`config.mk`:
```
export PLATFORM = sky130hd
export DESIGN_NAME = lea_key_xor_pipe
export DESIGN_NICKNAME = d
export VERILOG_FILES = /design/src/rtl/lea_pkg.sv /design/src/rtl/lea_xor_core.sv /design/src/rtl/lea_key_xor_pipe.sv
export SDC_FILE = /design/constraint.sdc
export NUM_CORES = 1
export LEC_CHECK = 0
export BUFFER_PORTS_ARGS = -buffer_cell sky130_fd_sc_hd__buf_2
export CORE_MARGIN = 2
export CORE_UTILIZATION = 42
export CTS_BUF_LIST = sky130_fd_sc_hd__clkbuf_8
export DETAILED_ROUTE_END_ITERATION = 8
export GPL_TIMING_DRIVEN = 1
export PLACE_DENSITY_LB_ADDON = 0.3
export SYNTH_ARGS = -nofsm -noshare
export SYNTH_HDL_FRONTEND = slang
export SYNTH_HIERARCHICAL = 1
export SYNTH_SLANG_ARGS = --single-unit
```
`constraint.sdc`:
```
create_clock -name CLK -period 3.5 [get_ports CLK]
set_input_delay 0.7 -clock CLK [delete_from_list [all_inputs] [get_ports CLK]]
set_output_delay 0.7 -clock CLK [all_outputs]
set_load 0.05 [all_outputs]
```
`src/rtl/lea_pkg.sv`:
```
// Shared definitions for the LEA round-key XOR datapath: word width, block
// mode encodings and the mapping of key words onto data words.
package lea_pkg;

    localparam int LEA_WORD_W = 32;

    localparam logic MODE_PLAIN = 1'b0;
    localparam logic MODE_FOLD  = 1'b1;

    // Index of the data word that key word k is XORed into. A return value of
    // num_words means the key word does not contribute to the output.
    function automatic int fold_target(input logic mode, input int k, input int num_words);
        if (k < num_words) begin
            return k;
        end else if (mode == MODE_FOLD) begin
            return num_words - 1;
        end else begin
            return num_words;
        end
    endfunction

endpackage

```
`src/rtl/lea_xor_core.sv`:
```
// Combinational XOR of one data block with a round key; in FOLD mode the
// surplus key words are all folded into the top data word.
module lea_xor_core
    import lea_pkg::*;
#(
    parameter int WORD_W    = LEA_WORD_W,
    parameter int NUM_WORDS = 4,
    parameter int KEY_WORDS = 6
) (
    input  logic [NUM_WORDS*WORD_W-1:0] din,
    input  logic [KEY_WORDS*WORD_W-1:0] rk,
    input  logic                        mode,
    output logic [NUM_WORDS*WORD_W-1:0] dout
);

    genvar gi;
    generate
        for (gi = 0; gi < NUM_WORDS; gi++) begin : g_word
            logic [WORD_W-1:0] acc;

            always_comb begin
                acc = din[gi*WORD_W +: WORD_W];
                for (int k = 0; k < KEY_WORDS; k++) begin
                    if (fold_target(mode, k, NUM_WORDS) == gi) begin
                        acc = acc ^ rk[k*WORD_W +: WORD_W];
                    end
                end
            end

            assign dout[gi*WORD_W +: WORD_W] = acc;
        end
    endgenerate

endmodule

```
`src/rtl/lea_key_xor_pipe.sv`:
```
// Pipelined LEA round-key XOR stage: held key register, one output register
// backed by a skid register, registered InReady and a transfer counter.
module lea_key_xor_pipe
    import lea_pkg::*;
#(
    parameter int WORD_W    = LEA_WORD_W,
    parameter int NUM_WORDS = 4,
    parameter int KEY_WORDS = 6,
    parameter int CNT_W     = 16
) (
    input  logic                        CLK,
    input  logic                        RST,
    input  logic                        KeyLoad,
    input  logic [KEY_WORDS*WORD_W-1:0] KeyIn,
    output logic                        KeyValid,
    input  logic                        InValid,
    output logic                        InReady,
    input  logic                        InMode,
    input  logic [NUM_WORDS*WORD_W-1:0] Din,
    output logic                        OutValid,
    input  logic                        OutReady,
    output logic [NUM_WORDS*WORD_W-1:0] Dout,
    output logic                        OutMode,
    output logic [CNT_W-1:0]            BlockCount
);

    localparam int DW = NUM_WORDS * WORD_W;
    localparam int KW = KEY_WORDS * WORD_W;

    logic [KW-1:0]    key_reg,        key_next;
    logic             key_valid_reg,  key_valid_next;
    logic             in_ready_reg,   in_ready_next;
    logic [DW-1:0]    oreg_data_reg,  oreg_data_next;
    logic             oreg_mode_reg,  oreg_mode_next;
    logic             oreg_valid_reg, oreg_valid_next;
    logic [DW-1:0]    sreg_data_reg,  sreg_data_next;
    logic             sreg_mode_reg,  sreg_mode_next;
    logic             sreg_valid_reg, sreg_valid_next;
    logic [CNT_W-1:0] count_reg,      count_next;

    logic [DW-1:0]    xor_result;
    logic             accept;
    logic             drain;

    // The key register output feeds the core, so a block accepted in the
    // KeyLoad cycle is processed with the key that was already held.
    lea_xor_core #(
        .WORD_W    (WORD_W),
        .NUM_WORDS (NUM_WORDS),
        .KEY_WORDS (KEY_WORDS)
    ) u_core (
        .din  (Din),
        .rk   (key_reg),
        .mode (InMode),
        .dout (xor_result)
    );

    assign accept = InValid & in_ready_reg;
    assign drain  = oreg_valid_reg & OutReady;

    always_comb begin
        key_next        = key_reg;
        key_valid_next  = key_valid_reg;
        oreg_data_next  = oreg_data_reg;
        oreg_mode_next  = oreg_mode_reg;
        oreg_valid_next = oreg_valid_reg;
        sreg_data_next  = sreg_data_reg;
        sreg_mode_next  = sreg_mode_reg;
        sreg_valid_next = sreg_valid_reg;
        count_next      = count_reg;

        if (KeyLoad) begin
            key_next       = KeyIn;
            key_valid_next = 1'b1;
        end

        if (drain) begin
            count_next = count_reg + CNT_W'(1);
        end

        // InReady is low while the skid holds a block, so accept cannot
        // coincide with an occupied skid register.
        if (sreg_valid_reg) begin
            if (OutReady) begin
                oreg_data_next  = sreg_data_reg;
                oreg_mode_next  = sreg_mode_reg;
                sreg_valid_next = 1'b0;
            end
        end else if (accept) begin
            if (!oreg_valid_reg || OutReady) begin
                oreg_data_next  = xor_result;
                oreg_mode_next  = InMode;
                oreg_valid_next = 1'b1;
            end else begin
                sreg_data_next  = xor_result;
                sreg_mode_next  = InMode;
                sreg_valid_next = 1'b1;
            end
        end else if (drain) begin
            oreg_valid_next = 1'b0;
        end

        in_ready_next = key_valid_next & ~sreg_valid_next;
    end

    always_ff @(posedge CLK) begin
        if (RST) begin
            key_reg        <= '0;
            key_valid_reg  <= 1'b0;
            in_ready_reg   <= 1'b0;
            oreg_data_reg  <= '0;
            oreg_mode_reg  <= 1'b0;
            oreg_valid_reg <= 1'b0;
            sreg_data_reg  <= '0;
            sreg_mode_reg  <= 1'b0;
            sreg_valid_reg <= 1'b0;
            count_reg      <= '0;
        end else begin
            key_reg        <= key_next;
            key_valid_reg  <= key_valid_next;
            in_ready_reg   <= in_ready_next;
            oreg_data_reg  <= oreg_data_next;
            oreg_mode_reg  <= oreg_mode_next;
            oreg_valid_reg <= oreg_valid_next;
            sreg_data_reg  <= sreg_data_next;
            sreg_mode_reg  <= sreg_mode_next;
            sreg_valid_reg <= sreg_valid_next;
            count_reg      <= count_next;
        end
    end

    assign KeyValid   = key_valid_reg;
    assign InReady    = in_ready_reg;
    assign OutValid   = oreg_valid_reg;
    assign Dout       = oreg_data_reg;
    assign OutMode    = oreg_mode_reg;
    assign BlockCount = count_reg;

endmodule

```
==> results.cfg, run 1 <==
[critical_path]
worstSetupEndpointType = primary output
start_kind = flop
cpLargestDelayFamily = flip-flops
cp_num_buf_inv = 1
crit_slowest_cell = dfxtp_1
worstPathRequired_ns = 2.80
worstSetupPathType = flop to primary output
arrival_ns = 1.48
crit_fanout = 8
cpPeakStageDelay_ns = 0.50
worstPathCellList = buf_2

[placement]
postPlaceCellArea_um2 = 22200
place_ws_ns = 0.934
numPortBuffers = 473
place_hpwl_mm = 34.6
dp_cells = 3023
gp_congestion = 0.873

[sta]
setup_viol = 0
fin_crit_sh_pct = 62.2
skew_ns = 0.0156
tightest_slew_ns = 1.04
relSlewSlack_pct = 30.8
period_minus_slack_ns = 2.18
rsz0062_at_grt = false
whs_ns = 0.294
maxSlewViolCount = 0
worst_slack_ns = 1.32
fmax_mhz = 460
hold_violations = 0
setup_tns_ns = 0

[synth]
yosys.area_share.adder_pct = 0.0646
ys_ff_latch = 470
netlist_area_um2 = 19400
synth_top_family_by_area = multiplexers
syn_avg_cell_area_um2 = 9.30
synthXorXnorAreaFrac_pct = 9.27
ys.warnings.count = 6
synth_compound_area_share_pct = 8.62
seq_area_frac_synth_pct = 48.6
yosys.area_share.simple_pct = 13.3
ys_types = 32
syn_inst = 2081
syn_nets = 2408
synth.area.mux_share_pct = 16.6

[route]
num_vias = 15600
drcViolationCount = 0
drt_pre_antenna_iters = 4
drtIter0Drc = 843
final_antenna_net_count = 0
via_per_inst = 4.91
wirelength_mm = 51.1
wl_per_cell_um = 16.1

[floorplanning]
row_count = 78
num_io_pins = 474
die_area_um2 = 47800
core_area_um2 = 45500
dieWidth_um = 219
die_h_um = 219
start_util_pct = 42.6

[finish]
syn2layout_area_growth_pct = 23.3
final_area_um2 = 23900
drive_above_1_share_pct = 23.9
finalNetCount = 2832
final_cells = 3170
largest_reg_flops = 192

[clock_network]
cts_resized = 0
clk_pin_slew_ns = 0.06
cts_buffers = 80
cts_sinks = 470
root_buffer = clkbuf_8
tritoncts = yes
cts_setup_buffers = 0
clock_latency_ns = 0.64
postCtsHoldBufs = 0
htree_levels = 3
clockBufferDepth = 3

[pwr]
p_leak_nw = 10.5
power.density_nw_per_um2 = 529
ir_drop_mv = 0.321

[global_route]
grt_max_degree = 139
antenna_found_initial = 11
overflow = 0
grt_pass1_vias = 15200
grt_pass1_wl_mm = 79.4
grt_usage_pct = 20.7

[status]
status = completed

[hold_path]
min_path_type = input port to flop

[flow_run]
drv_cap = 0
stage by stage:
step	util [%]	power, mW
floorplan	-	7.05
global placement	48.8	7.58
global route	52.5	13.2
CTS	52.5	12.8
detailed placement	48.8	7.63
finish	52.5	12.6
synthesized netlist by cell type (all sizes together):
master / number / area share, %
dfxtp: 470 / 49
nor2: 339 / 6.6
mux2i: 322 / 17
nand2: 297 / 5.8
xor2: 162 / 7.3
a21oi: 132 / 3.4
a211oi: 129 / 5.0
clkbuf: 85 / 1.6
buf: 66 / 1.8
xnor2: 43 / 1.9
nand4: 7 / 0.34
nor4: 5 / 0.16
inv: 4 / 0.078
nor3: 4 / 0.10
nand3: 2 / 0.052
o21ai: 2 / 0.052
or3: 2 / 0.065
a21boi: 1 / 0.039
a2bb2oi: 1 / 0.078
a31oi: 1 / 0.032
and2: 1 / 0.032
and3: 1 / 0.032
ha: 1 / 0.065
nand2b: 1 / 0.032
nor4b: 1 / 0.045
or4: 1 / 0.058
or4b: 1 / 0.052
path summary, 6_finish.rpt:
| kind | slack, ns | startpoint | cells after the start | end |
|---|---|---|---|---|
| worst max register to register | 1.37 | InReady$_SDFF_PP0_ | 5 | sreg_data_reg[59]$_SDFFE_PP0P_ |
| worst max-delay path | 1.32 | OutValid$_SDFFE_PP0P_ | 1 | OutValid |
| worst min register to register | 0.45 | sreg_data_reg[127]$_SDFFE_PP0P_ | 2 | sreg_data_reg[127]$_SDFFE_PP0P_ |
| worst min-delay path | 0.29 | KeyIn[59] | 3 | key_reg[59]$_SDFFE_PP0P_ |
cells in the final DEF (no fill, tap or decap), types with 4 or more instances in the layout:
cell type  instances
a211oi_1         129
nor4_1             5
xnor2_1           43
buf_2            471
inv_1             33
nand2_1          297
nand4_1            5
diode_2            6
dfxtp_1          469
bufinv_16          4
buf_12            13
clkbuf_8         104
nor2_1           339
xor2_1           162
a21oi_1          132
mux2i_1          322
nor3_1             4
buf_4              7
cells by family (layout without fill, tap and decap cells):
| kind of cell | count (synthesis) | after routing |
|---|---|---|
| adder cells (fa/ha/maj) | 1 | 1 |
| flip-flops | 470 | 470 |
| AO/OA/AOI/OAI | 266 | 266 |
| multiplexers | 322 | 322 |
| AND/OR/NAND/NOR | 662 | 662 |
| XOR/XNOR | 205 | 205 |
| other | 0 | 6 |
| buffers and inverters | 155 | 638 |
layer usage:
metal,GRT usage [%],share of wire (%)
met4,7.45,2.4
met2,34.6,48
met5,0,0.094
met3,5.68,6.2
met1,25.5,43
area by class of cell:
| type | count | area (um^2) |
|---|---|---|
| Clock inverter | 37 | 254 |
| Timing Repair Buffer | 493 | 2700 |
| Clock buffer | 104 | 1430 |
| Inverter | 4 | 15.0 |
| Fill cell | 4227 | 21600 |
| Antenna cell | 6 | 15.0 |
| Sequential cell | 470 | 9410 |
| Multi-Input combinational cell | 1456 | 9300 |
| Tap cell | 600 | 751 |
where the power goes:
group / internal, mW / switching [mW] / leakage (nW)
Combinational: 0.632 / 1.12 / 5.64
Sequential: 5.60 / 0.146 / 3.85
Clock: 2.94 / 2.18 / 0.967
Total: 9.17 / 3.45 / 10.5
No activity file was read; power rests on OpenSTA's default activity.
==> run 2: changes to the inputs <==
Clock period 3.5 ns to 2 ns, I/O delays scaled along.
==> run 2 against run 1 <==
- hold slack worse by 0.22 ns
- setup slack got worse by 1.2 ns
- flip-flop and latch count unchanged
- global-route usage rose by 1.5 points
- sequential power increased by 76%
- design area up 9.1%
- die area unchanged
- count of clock-buffer cells in the layout is 12 lower
- largest power group unchanged
==> results.cfg, run 2 (synthesis gave the netlist of run 1 again) <==
[status]
status = completed

[finish]
drive_above_1_share_pct = 22.8
syn2layout_area_growth_pct = 34.6
multiInputGateArea_um2 = 9300
regArea_um2 = 9420
finalNetCount = 3064
largest_reg_flops = 192
fin_util_pct = 57.3
final_common_cell = buf_2
final_cell_mix = 471 x buf_2, 465 x dfxtp_1, 339 x nor2_1, 322 x mux2i_1, 297 x nand2_1
n_fill_cell = 3912

[placement]
numPortBuffers = 473
gp_congestion = 0.812
place_hpwl_mm = 35.8
place_ws_ns = 0.147

[route]
wirelength_mm = 54.4
drcViolationCount = 0
final_antenna_net_count = 0
drt_pre_antenna_iters = 5
wl_met2_mm = 26.4
num_vias = 16700
wl_per_cell_um = 16.1
wl_met3_mm = 2.96
via_per_inst = 4.93
drtIter0Drc = 850
dr.max_layer_used = met5
routedLengthMet1_mm = 22.6

[sta]
maxSlewViolCount = 0
skew_ns = 0.0289
tightest_slew_ns = 0.452
setup_viol = 0
fmax_mhz = 537
fin_crit_sh_pct = 93.1
rsz0062_at_grt = false
worst_slack_ns = 0.139
period_minus_slack_ns = 1.86
setup_tns_ns = 0
relSlewSlack_pct = 69.8
hold_violations = 0

[global_route]
grt_usage_pct = 22.2
grt_pass1_vias = 16900
grt_pass1_wl_mm = 85.2
grt_max_degree = 79
overflow = 0
antenna_found_initial = 1

[clock_network]
cts_resized = 0
htree_levels = 3
cts_sinks = 470
clk_pin_slew_ns = 0.06
root_buffer = clkbuf_8
clockBufferDepth = 3
cts_buffers = 78
tritoncts = yes
clock_latency_ns = 0.65

[pwr]
intPower_mw = 15.7
sequentialPowerShare_pct = 46.3
combPwrFrac_pct = 15.9
ir_drop_mv = 0.580
p_leak_nw = 11.4
p_clk_share_pct = 37.8
p_sw_share_pct = 27.7
power_switching_mw = 6.03
power.density_nw_per_um2 = 835

[floorplanning]
core_area_um2 = 45500
start_util_pct = 42.6
die_area_um2 = 47800
row_count = 78
dieWidth_um = 219
die_h_um = 219
num_io_pins = 474

[critical_path]
worstPathRequired_ns = 1.60
worstSetupEndpointType = primary output
crit_cells = 1
cp_num_buf_inv = 1
worstPathCellList = buf_2
crit_fanout = 7
cpLargestDelayFamily = flip-flops
arrival_ns = 1.46
start_kind = flop
rr_worst_depth = 6
worstSetupPathType = flop to primary output
cpPeakStageDelay_ns = 0.49
crit_slowest_cell = dfxtp_1

[flow_run]
drv_cap = 0

[hold_path]
hold-path-cell-count = 4
min_path_type = input port to flop
-- run 2: cell count changes in the layout (fill, tap and decap cells not counted), sizes merged --
cell,change
buf,+30
bufinv,-1
clkbuf,-12
clkinv,+4
clkinvlp,-1
diode,-5
dlygate4sd3,+204
inv,-4
-- run 2: worst min-delay path, cell delays in order --
cell and delay, ns:
buf_2 0.09, xor2_1 0.07, nand2_1 0.06, a21oi_1 0.05
-- run 2: final cells by class --
class                      count  share of cell area [%]
clock buffer                  92                    4.86
sequential                   470                    36.2
multi-input combinational   1456                    35.7
clock inverter                35                   0.850
timing repair buffer         727                    19.5
antenna                        1                 0.00961
inverter                       4                  0.0576
tap                          600                    2.88
-- run 2: metal layers --
layer / global-route usage (%) / vias to the layer above
li1: - / 8287
met1: 25.5 / 7797
met2: 38.3 / 467
met3: 4.98 / 142
met4: 12.1 / 2
met5: 0.417 / -
-- run 2: per-stage QoR --
stage	cells	area, um^2	hold WS [ns]	power, mW
2_1_floorplan	2081	19400	0.436	12.3
6_report	3385	26000	0.0720	21.8
3_3_place_gp	3053	22500	0.440	13.3
5_1_grt	3385	26000	0.0389	22.7
3_5_place_dp	3053	22500	0.446	13.4
4_1_cts	3384	26000	0.00195	22.0
-- run 2: path summary, 6_finish.rpt --
path / endpoint / slack (ns) / start
max: BlockCount[1] / 0.14 / BlockCount[1]$_SDFFE_PP0P_
min: sreg_data_reg[56]$_SDFFE_PP0P_ / 0.07 / Din[56]
max reg2reg: Dout[71]$_SDFFE_PP0P_ / 0.20 / OutValid$_SDFFE_PP0P_
min reg2reg: sreg_data_reg[113]$_SDFFE_PP0P_ / 0.45 / sreg_data_reg[113]$_SDFFE_PP0P_
-- run 2: timing repair --
item | in CTS | in global routing
hold endpoints to repair | 204 | 0
buffers inserted | 0 | 0
hold buffers | 204 | 0
-- run 2: power by group through the flow --
stage / Clock [mW] / Combinational, mW / Sequential, mW
final: 8.22 / 3.47 / 10.1
after global routing: 8.89 / 3.74 / 10.1
after CTS: 8.49 / 3.46 / 10.1
after detailed placement: 0 / 3.14 / 10.3
after global placement: 0 / 3.08 / 10.2
after floorplan: 0 / 1.46 / 10.9
==> run 3: changes to the inputs <==
Settings changed: CORE_UTILIZATION 42 to 50, CTS_CLUSTER_DIAMETER from default to 150, SLEW_MARGIN from default to 20.
==> run 3 against run 2 <==
- setup slack worse by 0.026 ns
- combinational power about the same
- clock power is essentially flat
- design area is 1.2% lower
- hold slack lost 0.032 ns
- largest cell class unchanged
==> results.cfg, run 3 (synthesis gave the netlist of run 1 again) <==
[global_route]
grt_max_degree = 103
grt_pass1_vias = 17100
grt_usage_pct = 26.5
grt_pass1_wl_mm = 87.0
antenna_found_initial = 5
overflow = 0

[floorplanning]
start_util_pct = 50.3
dieWidth_um = 201
row_count = 72
num_io_pins = 474
die_area_um2 = 40300
core_area_um2 = 38500
die_h_um = 201

[pwr]
p_leak_nw = 11.3
ir_drop_mv = 0.676
power.density_nw_per_um2 = 846

[route]
drt_pre_antenna_iters = 6
wl_met3_mm = 3.12
wl_met2_mm = 26.6
wl_per_cell_um = 16.6
routedLengthMet1_mm = 22.0
drcViolationCount = 0
wirelength_mm = 54.6
num_vias = 16800
final_antenna_net_count = 0
via_per_inst = 5.10
dr.max_layer_used = met4
drtIter0Drc = 738

[clock_network]
clk_pin_slew_ns = 0.06
clockBufferDepth = 3
root_buffer = clkbuf_8
cts_buffers = 78
cts_setup_buffers = 0
tritoncts = yes
clock_latency_ns = 0.63
htree_levels = 3
cts_resized = 0
cts_sinks = 470

[sta]
rsz0062_at_grt = false
hold_violations = 0
fin_crit_sh_pct = 94.4
fmax_mhz = 530
maxSlewViolCount = 0
tightest_slew_ns = 0.608
setup_tns_ns = 0
skew_ns = 0.0266
period_minus_slack_ns = 1.89
relSlewSlack_pct = 59.5
setup_viol = 0

[finish]
drive_above_1_share_pct = 23.3
syn2layout_area_growth_pct = 33.0
final_common_cell = buf_2
largest_reg_flops = 192
n_fill_cell = 2920
final_cell_mix = 471 x buf_2, 465 x dfxtp_1, 339 x nor2_1, 322 x mux2i_1, 297 x nand2_1
finalNetCount = 3043
final_area_um2 = 25700
fin_util_pct = 66.9

[flow_run]
drv_cap = 0

[critical_path]
crit_slowest_cell = dfxtp_1
cp_num_buf_inv = 1
worstSetupEndpointType = primary output
worstPathCellList = buf_2
worstSetupPathType = flop to primary output
worstPathRequired_ns = 1.60
cpPeakStageDelay_ns = 0.50
cpLargestDelayFamily = flip-flops
crit_fanout = 7
start_kind = flop
arrival_ns = 1.49

[status]
status = completed

[hold_path]
min_path_type = input port to flop

[placement]
gp_congestion = 0.831
numPortBuffers = 473
place_hpwl_mm = 34.3
postPlaceCellArea_um2 = 22400
## run 3: repair_timing
| item | in CTS | in global routing |
|---|---|---|
| hold buffers | 179 | 0 |
| endpoints found under the hold margin | 179 | 0 |
| endpoints found under the setup margin | 0 | 0 |
## run 3: area by class of cell
cell class | instances | area, um^2 | area share, %
sequential | 470 | 9420 | 36.6
multi-input combinational | 1456 | 9300 | 36.1
timing repair buffer | 706 | 4820 | 18.7
clock buffer | 96 | 1320 | 5.13
tap | 518 | 648 | 2.52
clock inverter | 40 | 211 | 0.821
inverter | 4 | 15.0 | 0.0583
antenna | 5 | 12.5 | 0.0486
## run 3: routing by layer
layer	GRT usage (%)	vias to the layer above
met5	0	-
met4	15.6	0
met3	5.52	167
met2	45.9	555
met1	30.3	7829
li1	-	8254
## run 3: where the power goes
group / internal (mW) / total (mW) / leakage (nW) / switching, mW
registers: 9.81 / 10.1 / 3.85 / 0.266
logic: 1.38 / 3.46 / 6.58 / 2.08
clock network: 4.37 / 8.24 / 0.895 / 3.86
total: 15.6 / 21.8 / 11.3 / 6.21
## run 3: worst paths after layout
path	start	end	slack, ns	depth (start not counted)
setup / recovery	BlockCount[1]$_SDFFE_PP0P_	BlockCount[1]	0.11	1
hold / removal	KeyIn[188]	key_reg[188]$_SDFFE_PP0P_	0.04	3
setup reg to reg	BlockCount[4]$_SDFFE_PP0P_	BlockCount[15]$_SDFFE_PP0P_	0.24	4
hold reg to reg	sreg_data_reg[4]$_SDFFE_PP0P_	sreg_data_reg[4]$_SDFFE_PP0P_	0.45	2
## run 3: per-stage QoR
step | power, mW | std cells | setup WS (ns) | hold slack (ns)
after CTS | 21.9 | 3290 | 0.0885 | 0.000708
after global placement | 13.3 | 2975 | 0.169 | 0.439
after detailed placement | 13.4 | 2975 | 0.147 | 0.445
after global routing | 22.6 | 3293 | 0.0726 | 0.0241
final | 21.8 | 3295 | 0.112 | 0.0405
after floorplan | 12.3 | 2081 | 0.00231 | 0.436
